`config.mk`:
```
export PLATFORM = sky130hd
export DESIGN_NAME = lcd_instr_writer
export DESIGN_NICKNAME = d
export VERILOG_FILES = /design/src/rtl/lcd_instr_writer.sv
export SDC_FILE = /design/constraint.sdc
export NUM_CORES = 1
export LEC_CHECK = 0
export CAP_MARGIN = 20
export CORE_AREA = 2 2 118 177
export CTS_CLUSTER_SIZE = 30
export DETAILED_ROUTE_END_ITERATION = 16
export DIE_AREA = 0 0 120 179
export PLACE_DENSITY = 0.58
export SETUP_SLACK_MARGIN = 0.1
export SYNTH_ARGS = -nofsm -noshare
export SYNTH_HDL_FRONTEND = slang
export SYNTH_SLANG_ARGS = --single-unit
```
`constraint.sdc`:
```
create_clock -name clk -period 4.41 [get_ports clk]
set_clock_uncertainty 0.1 [all_clocks]
set_input_delay 0.441 -clock clk [delete_from_list [all_inputs] [get_ports clk]]
set_output_delay 0.441 -clock clk [all_outputs]
set_load 0.01 [all_outputs]
```
`src/rtl/lcd_instr_writer.sv`:
```
// HD44780 instruction display writer: power-up init, then renders opcode/register/value
// as two 16-character lines on request.
module lcd_instr_writer #(
  parameter int POWERUP_CYC = 1000000,
  parameter int CMD_CYC     = 2500,
  parameter int CLEAR_CYC   = 100000,
  parameter int EN_HIGH_CYC = 25
) (
  input  logic        clk,
  input  logic        reset_n,
  input  logic        start,
  input  logic [2:0]  opcode,
  input  logic [3:0]  reg_idx,
  input  logic [15:0] value,
  output logic        busy,
  output logic [7:0]  lcd_data,
  output logic        lcd_rs,
  output logic        lcd_rw,
  output logic        lcd_en,
  output logic        lcd_on,
  output logic        lcd_blon
);

  // state     | meaning
  // INIT_WAIT | power-up delay after reset release
  // INIT_CMD  | select first init command
  // IDLE      | ready for a request (only non-busy state)
  // CONVERT   | binary to decimal by repeated subtraction
  // SETUP     | data/rs valid, en low for one cycle
  // EN_HI     | en high for EN_HIGH_CYC cycles
  // EN_WAIT   | en low until the byte period has elapsed
  typedef enum logic [2:0] {
    INIT_WAIT, INIT_CMD, IDLE, CONVERT, SETUP, EN_HI, EN_WAIT
  } state_t;

  localparam logic [31:0] PWR_LAST = 32'(POWERUP_CYC - 1);
  localparam logic [31:0] EN_LAST  = 32'(EN_HIGH_CYC - 1);
  localparam logic [31:0] CMD_WAIT = 32'(CMD_CYC - EN_HIGH_CYC - 1);
  localparam logic [31:0] CLR_WAIT = 32'(CLEAR_CYC - EN_HIGH_CYC - 1);

  state_t           r_state, w_state_nx;
  logic [31:0]      r_tmr, w_tmr_nx;
  logic [5:0]       r_idx, w_idx_nx;
  logic             r_init, w_init_nx;
  logic [2:0]       r_opcode;
  logic [3:0]       r_reg;
  logic             r_neg;
  logic [15:0]      r_mag;
  logic [2:0]       r_pos;
  logic [4:0][3:0]  r_dig;
  logic [7:0]       r_lcd_data;
  logic             r_lcd_rs;
  logic             r_lcd_en;

  logic             w_conv_done;
  logic [15:0]      w_pow;
  logic [7:0]       w_byte;
  logic             w_rs;
  logic [31:0]      w_mnem;
  logic [3:0]       w_p1, w_p2;
  logic [3:0]       w_reg_d1, w_reg_d0;
  logic [7:0]       w_l1_char, w_l2_char;
  logic             w_is_clear;

  assign busy     = (r_state != IDLE);
  assign lcd_data = r_lcd_data;
  assign lcd_rs   = r_lcd_rs;
  assign lcd_en   = r_lcd_en;
  assign lcd_rw   = 1'b0;
  assign lcd_on   = 1'b1;
  assign lcd_blon = 1'b1;

  assign w_conv_done = (r_pos == 3'd3) && (r_mag < 16'd10);
  assign w_is_clear  = (r_lcd_data == 8'h01) && !r_lcd_rs;

  always_comb begin
    w_pow = 16'd10;
    case (r_pos)
      3'd0:    w_pow = 16'd10000;
      3'd1:    w_pow = 16'd1000;
      3'd2:    w_pow = 16'd100;
      default: w_pow = 16'd10;
    endcase
  end

  always_comb begin
    w_state_nx = r_state;
    w_tmr_nx   = r_tmr;
    w_idx_nx   = r_idx;
    w_init_nx  = r_init;
    case (r_state)
      INIT_WAIT: begin
        if (r_tmr == PWR_LAST) begin
          w_state_nx = INIT_CMD;
          w_tmr_nx   = '0;
        end else begin
          w_tmr_nx = r_tmr + 32'd1;
        end
      end
      INIT_CMD: begin
        w_state_nx = SETUP;
        w_idx_nx   = '0;
        w_init_nx  = 1'b1;
      end
      IDLE: begin
        if (start) w_state_nx = CONVERT;
      end
      CONVERT: begin
        if (w_conv_done) begin
          w_state_nx = SETUP;
          w_idx_nx   = '0;
        end
      end
      SETUP: begin
        w_state_nx = EN_HI;
        w_tmr_nx   = EN_LAST;
      end
      EN_HI: begin
        if (r_tmr == '0) begin
          w_state_nx = EN_WAIT;
          w_tmr_nx   = w_is_clear ? CLR_WAIT : CMD_WAIT;
        end else begin
          w_tmr_nx = r_tmr - 32'd1;
        end
      end
      EN_WAIT: begin
        if (r_tmr != '0) begin
          w_tmr_nx = r_tmr - 32'd1;
        end else if ((r_init && r_idx == 6'd3) || (!r_init && r_idx == 6'd33)) begin
          w_state_nx = IDLE;
          w_init_nx  = 1'b0;
          w_idx_nx   = '0;
        end else begin
          w_state_nx = SETUP;
          w_idx_nx   = r_idx + 6'd1;
        end
      end
      default: w_state_nx = INIT_WAIT;
    endcase
  end

  always_comb begin
    w_mnem = "LOAD";
    case (r_opcode)
      3'd0: w_mnem = "LOAD";
      3'd1: w_mnem = "ADD ";
      3'd2: w_mnem = "ADDI";
      3'd3: w_mnem = "SUB ";
      3'd4: w_mnem = "SUBI";
      3'd5: w_mnem = "MUL ";
      3'd6: w_mnem = "CLR ";
      3'd7: w_mnem = "DISP";
      default: w_mnem = "LOAD";
    endcase
  end

  always_comb begin
    w_reg_d1 = 4'd0;
    w_reg_d0 = r_reg;
    if (r_reg >= 4'd10) begin
      w_reg_d1 = 4'd1;
      w_reg_d0 = r_reg - 4'd10;
    end
  end

  // Positions wrap mod 16: byte 1..16 is line-1 column 0..15, byte 18..33 is line-2 column 0..15.
  assign w_p1 = w_idx_nx[3:0] - 4'd1;
  assign w_p2 = w_idx_nx[3:0] - 4'd2;

  always_comb begin
    w_l1_char = 8'h20;
    case (w_p1)
      4'd0:    w_l1_char = w_mnem[31:24];
      4'd1:    w_l1_char = w_mnem[23:16];
      4'd2:    w_l1_char = w_mnem[15:8];
      4'd3:    w_l1_char = w_mnem[7:0];
      4'd5:    w_l1_char = 8'h52;
      4'd6:    w_l1_char = {4'h3, w_reg_d1};
      4'd7:    w_l1_char = {4'h3, w_reg_d0};
      default: w_l1_char = 8'h20;
    endcase
  end

  always_comb begin
    w_l2_char = 8'h20;
    case (w_p2)
      4'd0:    w_l2_char = r_neg ? 8'h2D : 8'h2B;
      4'd1:    w_l2_char = {4'h3, r_dig[0]};
      4'd2:    w_l2_char = {4'h3, r_dig[1]};
      4'd3:    w_l2_char = {4'h3, r_dig[2]};
      4'd4:    w_l2_char = {4'h3, r_dig[3]};
      4'd5:    w_l2_char = {4'h3, r_dig[4]};
      default: w_l2_char = 8'h20;
    endcase
  end

  always_comb begin
    w_byte = 8'h00;
    w_rs   = 1'b0;
    if (w_init_nx) begin
      case (w_idx_nx[1:0])
        2'd0:    w_byte = 8'h38;
        2'd1:    w_byte = 8'h0C;
        2'd2:    w_byte = 8'h06;
        default: w_byte = 8'h01;
      endcase
    end else if (w_idx_nx == 6'd0) begin
      w_byte = 8'h80;
    end else if (w_idx_nx <= 6'd16) begin
      w_byte = w_l1_char;
      w_rs   = 1'b1;
    end else if (w_idx_nx == 6'd17) begin
      w_byte = 8'hC0;
    end else begin
      w_byte = w_l2_char;
      w_rs   = 1'b1;
    end
  end

  always_ff @(posedge clk or negedge reset_n) begin
    if (!reset_n) begin
      r_state    <= INIT_WAIT;
      r_tmr      <= '0;
      r_idx      <= '0;
      r_init     <= 1'b1;
      r_opcode   <= '0;
      r_reg      <= '0;
      r_neg      <= 1'b0;
      r_mag      <= '0;
      r_pos      <= '0;
      r_dig      <= '0;
      r_lcd_data <= '0;
      r_lcd_rs   <= 1'b0;
      r_lcd_en   <= 1'b0;
    end else begin
      r_state  <= w_state_nx;
      r_tmr    <= w_tmr_nx;
      r_idx    <= w_idx_nx;
      r_init   <= w_init_nx;
      r_lcd_en <= (w_state_nx == EN_HI);
      // Output byte is registered once on entry to SETUP and held for the whole write.
      if (w_state_nx == SETUP) begin
        r_lcd_data <= w_byte;
        r_lcd_rs   <= w_rs;
      end
      if (r_state == IDLE && start) begin
        r_opcode <= opcode;
        r_reg    <= reg_idx;
        r_neg    <= value[15];
        r_mag    <= value[15] ? (~value + 16'd1) : value;
        r_pos    <= '0;
        r_dig    <= '0;
      end
      if (r_state == CONVERT) begin
        if (w_conv_done) begin
          r_dig[4] <= r_mag[3:0];
        end else if (r_mag >= w_pow) begin
          r_mag        <= r_mag - w_pow;
          r_dig[r_pos] <= r_dig[r_pos] + 4'd1;
        end else begin
          r_pos <= r_pos + 3'd1;
        end
      end
    end
  end

endmodule

```
==> metrics.yaml <==
status:
  outcome: "completed"
run:
  cap_violations: 0
timing:
  fmax_ghz: 0.2518
  setup_ws_ns: 0.4387
  hold_violations: 0
  rsz0062_at_grt: "false"
  fin_crit_ns: 3.971
  tightest_slew_ns: 0.9915
  fin_hold_ws_ns: 0.1188
  drv_slew: 0
  setup_viol: 0
  finalSetupTns_ns: 0
  final.period_utilization: 0.9005
  maxSlewHeadroom: 0.3390
synth:
  ys_ff_latch: 99
  syn_area_per_cell_sq_um: 7.782
  synthArstFlopShare: 1.000
  syn_inst: 1011
  yosysUniqueCellTypes: 76
  netlist_area_sq_um: 7868
  yosysSeqAreaShare: 0.3150
  ys.flop_type: "dfrtp_1"
  synth_edf_count: 0
  yosysWarnings: 0
setup_path:
  crit_chain: "or3_1, or4_4, nor3_2, a21oi_1, nand2_1, o21ai_0, inv_1, buf_4, ha_1, inv_1, o31a_1, or3_1, a21oi_2, o2111ai_1, a32o_1"
  cp_top_family: "simple AND/OR/NAND/NOR gates"
  arrival_ns: 4.13
  r2r_start: "r_tmr[24]$_DFFE_PN0P_"
  cp_slowest_cell: "or4_4"
  path_class: "reg -> reg"
  cp-end-kind: "register"
  startpoint: "r_tmr[24]$_DFFE_PN0P_"
  slowest_delay_ns: 0.55
  worstSetupStartpointType: "register"
  path_buf_inv: 3
  r2r_setup_slack_ns: 0.44
  cp.required_ns: 4.57
  path_max_fanout: 8
route:
  wire_per_inst_microns: 17.89
  wl_microns: 23310
  ant_nets: 0
  drt-initial-drc-count: 457
  route.detailed.drc: 0
  vias_per_cell: 5.880
  first_pass_iters: 5
  routed-via-count: 7661
finish:
  syn2layout_area_growth_pct: 13.50
  nNetsFinal: 1100
  fillerInstances: 2004
  largest_reg_flops: 32
  diodes: 0
  largest_register: "r_tmr"
  drive_gt1_frac: 0.08085
  top_regs: "r_tmr: 32 flops, r_dig: 20 flops, r_mag: 16 flops"
  final_area_sq_um: 8930
floorplanning:
  ios: 40
  num_rows: 64
  initial_core_util: 0.3914
  dieArea_sq_um: 21480
  die_w_microns: 120
  fp.dieH_microns: 179
  coreArea_sq_um: 20100
grt:
  grt_overflow_total: 0
  antenna_found_initial: 0
  grt_pass1_vias: 7369
  grt_max_degree: 72
  grtUsageTotal: 0.2249
  grt_pass1_wl_microns: 38410
clock_tree:
  clockBufferDepth: 2
  cts_buffers: 9
  cts_tree: "done"
  root_buffer: "clkbuf_16"
  clk_latency_ns: 0.38
  path_clk_slew_ns: 0.08
  cts_num_sinks: 99
  htreeDepth: 3
pwr:
  ir_drop_mv: 0.1622
  power_density_nw_per_um2: 203.4
  p_leak_nw: 3.702
placement:
  port_buffers: 36
  gp_congestion: 0.8910
  dp_hpwl_microns: 17330
  dp_slack_ns: 0.3587
  place_area_sq_um: 8582
hold_path:
  hold_class: "in -> async"
path summary, 6_finish.rpt:
check,depth (start not counted),to
setup / recovery,15,lcd_data[5]$_DFFE_PN0N_
hold / removal,1,r_tmr[19]$_DFFE_PN0P_
max in group asynchronous,2,r_init$_DFF_PN1_
setup reg to reg,15,lcd_data[5]$_DFFE_PN0N_
min in group clk,2,r_reg[0]$_DFFE_PN0P_
hold reg to reg,2,r_reg[0]$_DFFE_PN0P_
area by class of cell:
cell class	instances	area [sq um]	area share
multi-input cells	803	4990	0.5588
flip-flops and latches	99	2479	0.2776
repair buffers	73	645.6	0.07230
well taps	264	330.3	0.03699
clock buffers	9	225.2	0.02522
inverters	48	180.2	0.02018
clock inverters	7	80.08	0.008967
logic make-up (layout without fill, tap and decap cells):
| family | Yosys count | in the layout | synth area share |
|---|---|---|---|
| AOI/OAI and AO/OA | 315 | 315 | 0.2506 |
| xor gates and xnor gates | 35 | 35 | 0.03896 |
| adders and majority gates | 40 | 40 | 0.06457 |
| buffers and inverters | 110 | 137 | 0.05455 |
| DFF | 99 | 99 | 0.3150 |
| muxes | 19 | 19 | 0.03101 |
| other | 2 | 3 | 0.0009546 |
| and+or+nand+nor | 391 | 391 | 0.2443 |
stage by stage:
stage	utilization	instances	power, mW
4_1_cts	0.4422	1300	1.835
2_1_floorplan	-	1012	0.9462
6_report	0.4443	1303	1.816
3_5_place_dp	0.4270	1284	0.9971
3_3_place_gp	0.4270	1284	0.9967
5_1_grt	0.4443	1303	1.879
layout by cell type, fill, tap and decap left out, drive strengths merged, types with 12 or more instances in the layout:
master	n
a21oi	68
a31oi	15
buf	38
clkdlybuf4s50	35
dfrtp	98
ha	39
inv	52
mux2i	12
nand2	121
nand3	43
nand4	21
nor2	80
nor3	28
nor4	21
o211ai	12
o21ai	113
o31ai	16
or3	21
xnor2	18
xor2	17
repair_timing:
action                                  4_1_cts  5_1_grt
resized for setup                             0        4
setup buffers                                 0        2
hold endpoints to repair                      0        0
endpoints found under the setup margin        0        6
hold buffers                                  0        0
routing by layer:
layer / up-vias / GRT usage / share of wire
li1: 3745 / - / -
met3: 62 / 0.02735 / 0.029
met1: 3680 / 0.2614 / 0.40
met5: - / 0 / 0
met2: 174 / 0.4098 / 0.53
met4: 0 / 0.1029 / 0.037
power by group:
group          internal [mW]  leakage (nW)  switching, mW
Clock                  0.406         0.146          0.434
Combinational         0.0292          2.36         0.0404
Sequential             0.907          1.19              0
Total                   1.34          3.70          0.475
cells in the mapped netlist, types with 15 or more instances:
cell type / instances / area, sq um
a21oi_1: 67 / 335.3
a31oi_1: 15 / 93.84
clkbuf_1: 54 / 202.7
dfrtp_1: 98 / 2452
ha_1: 39 / 488.0
inv_1: 46 / 172.7
nand2_1: 121 / 454.2
nand3_1: 43 / 215.2
nand4_1: 21 / 131.4
nor2_1: 79 / 296.5
nor3_1: 27 / 135.1
nor4_1: 21 / 131.4
o21ai_0: 107 / 535.5
o31ai_1: 16 / 120.1
or3_1: 20 / 125.1
xnor2_1: 18 / 157.7
xor2_1: 17 / 148.9
worst reg2reg max path, cell delays in order, from the launching register on:
cell,delay [ns]
dfrtp_1,0.44
or3_1,0.40
or4_4,0.55
nor3_2,0.27
a21oi_1,0.14
nand2_1,0.08
o21ai_0,0.11
inv_1,0.13
buf_4,0.14
ha_1,0.16
inv_1,0.08
o31a_1,0.29
or3_1,0.38
a21oi_2,0.18
o2111ai_1,0.15
a32o_1,0.27
(Power assumes the default switching activity.)
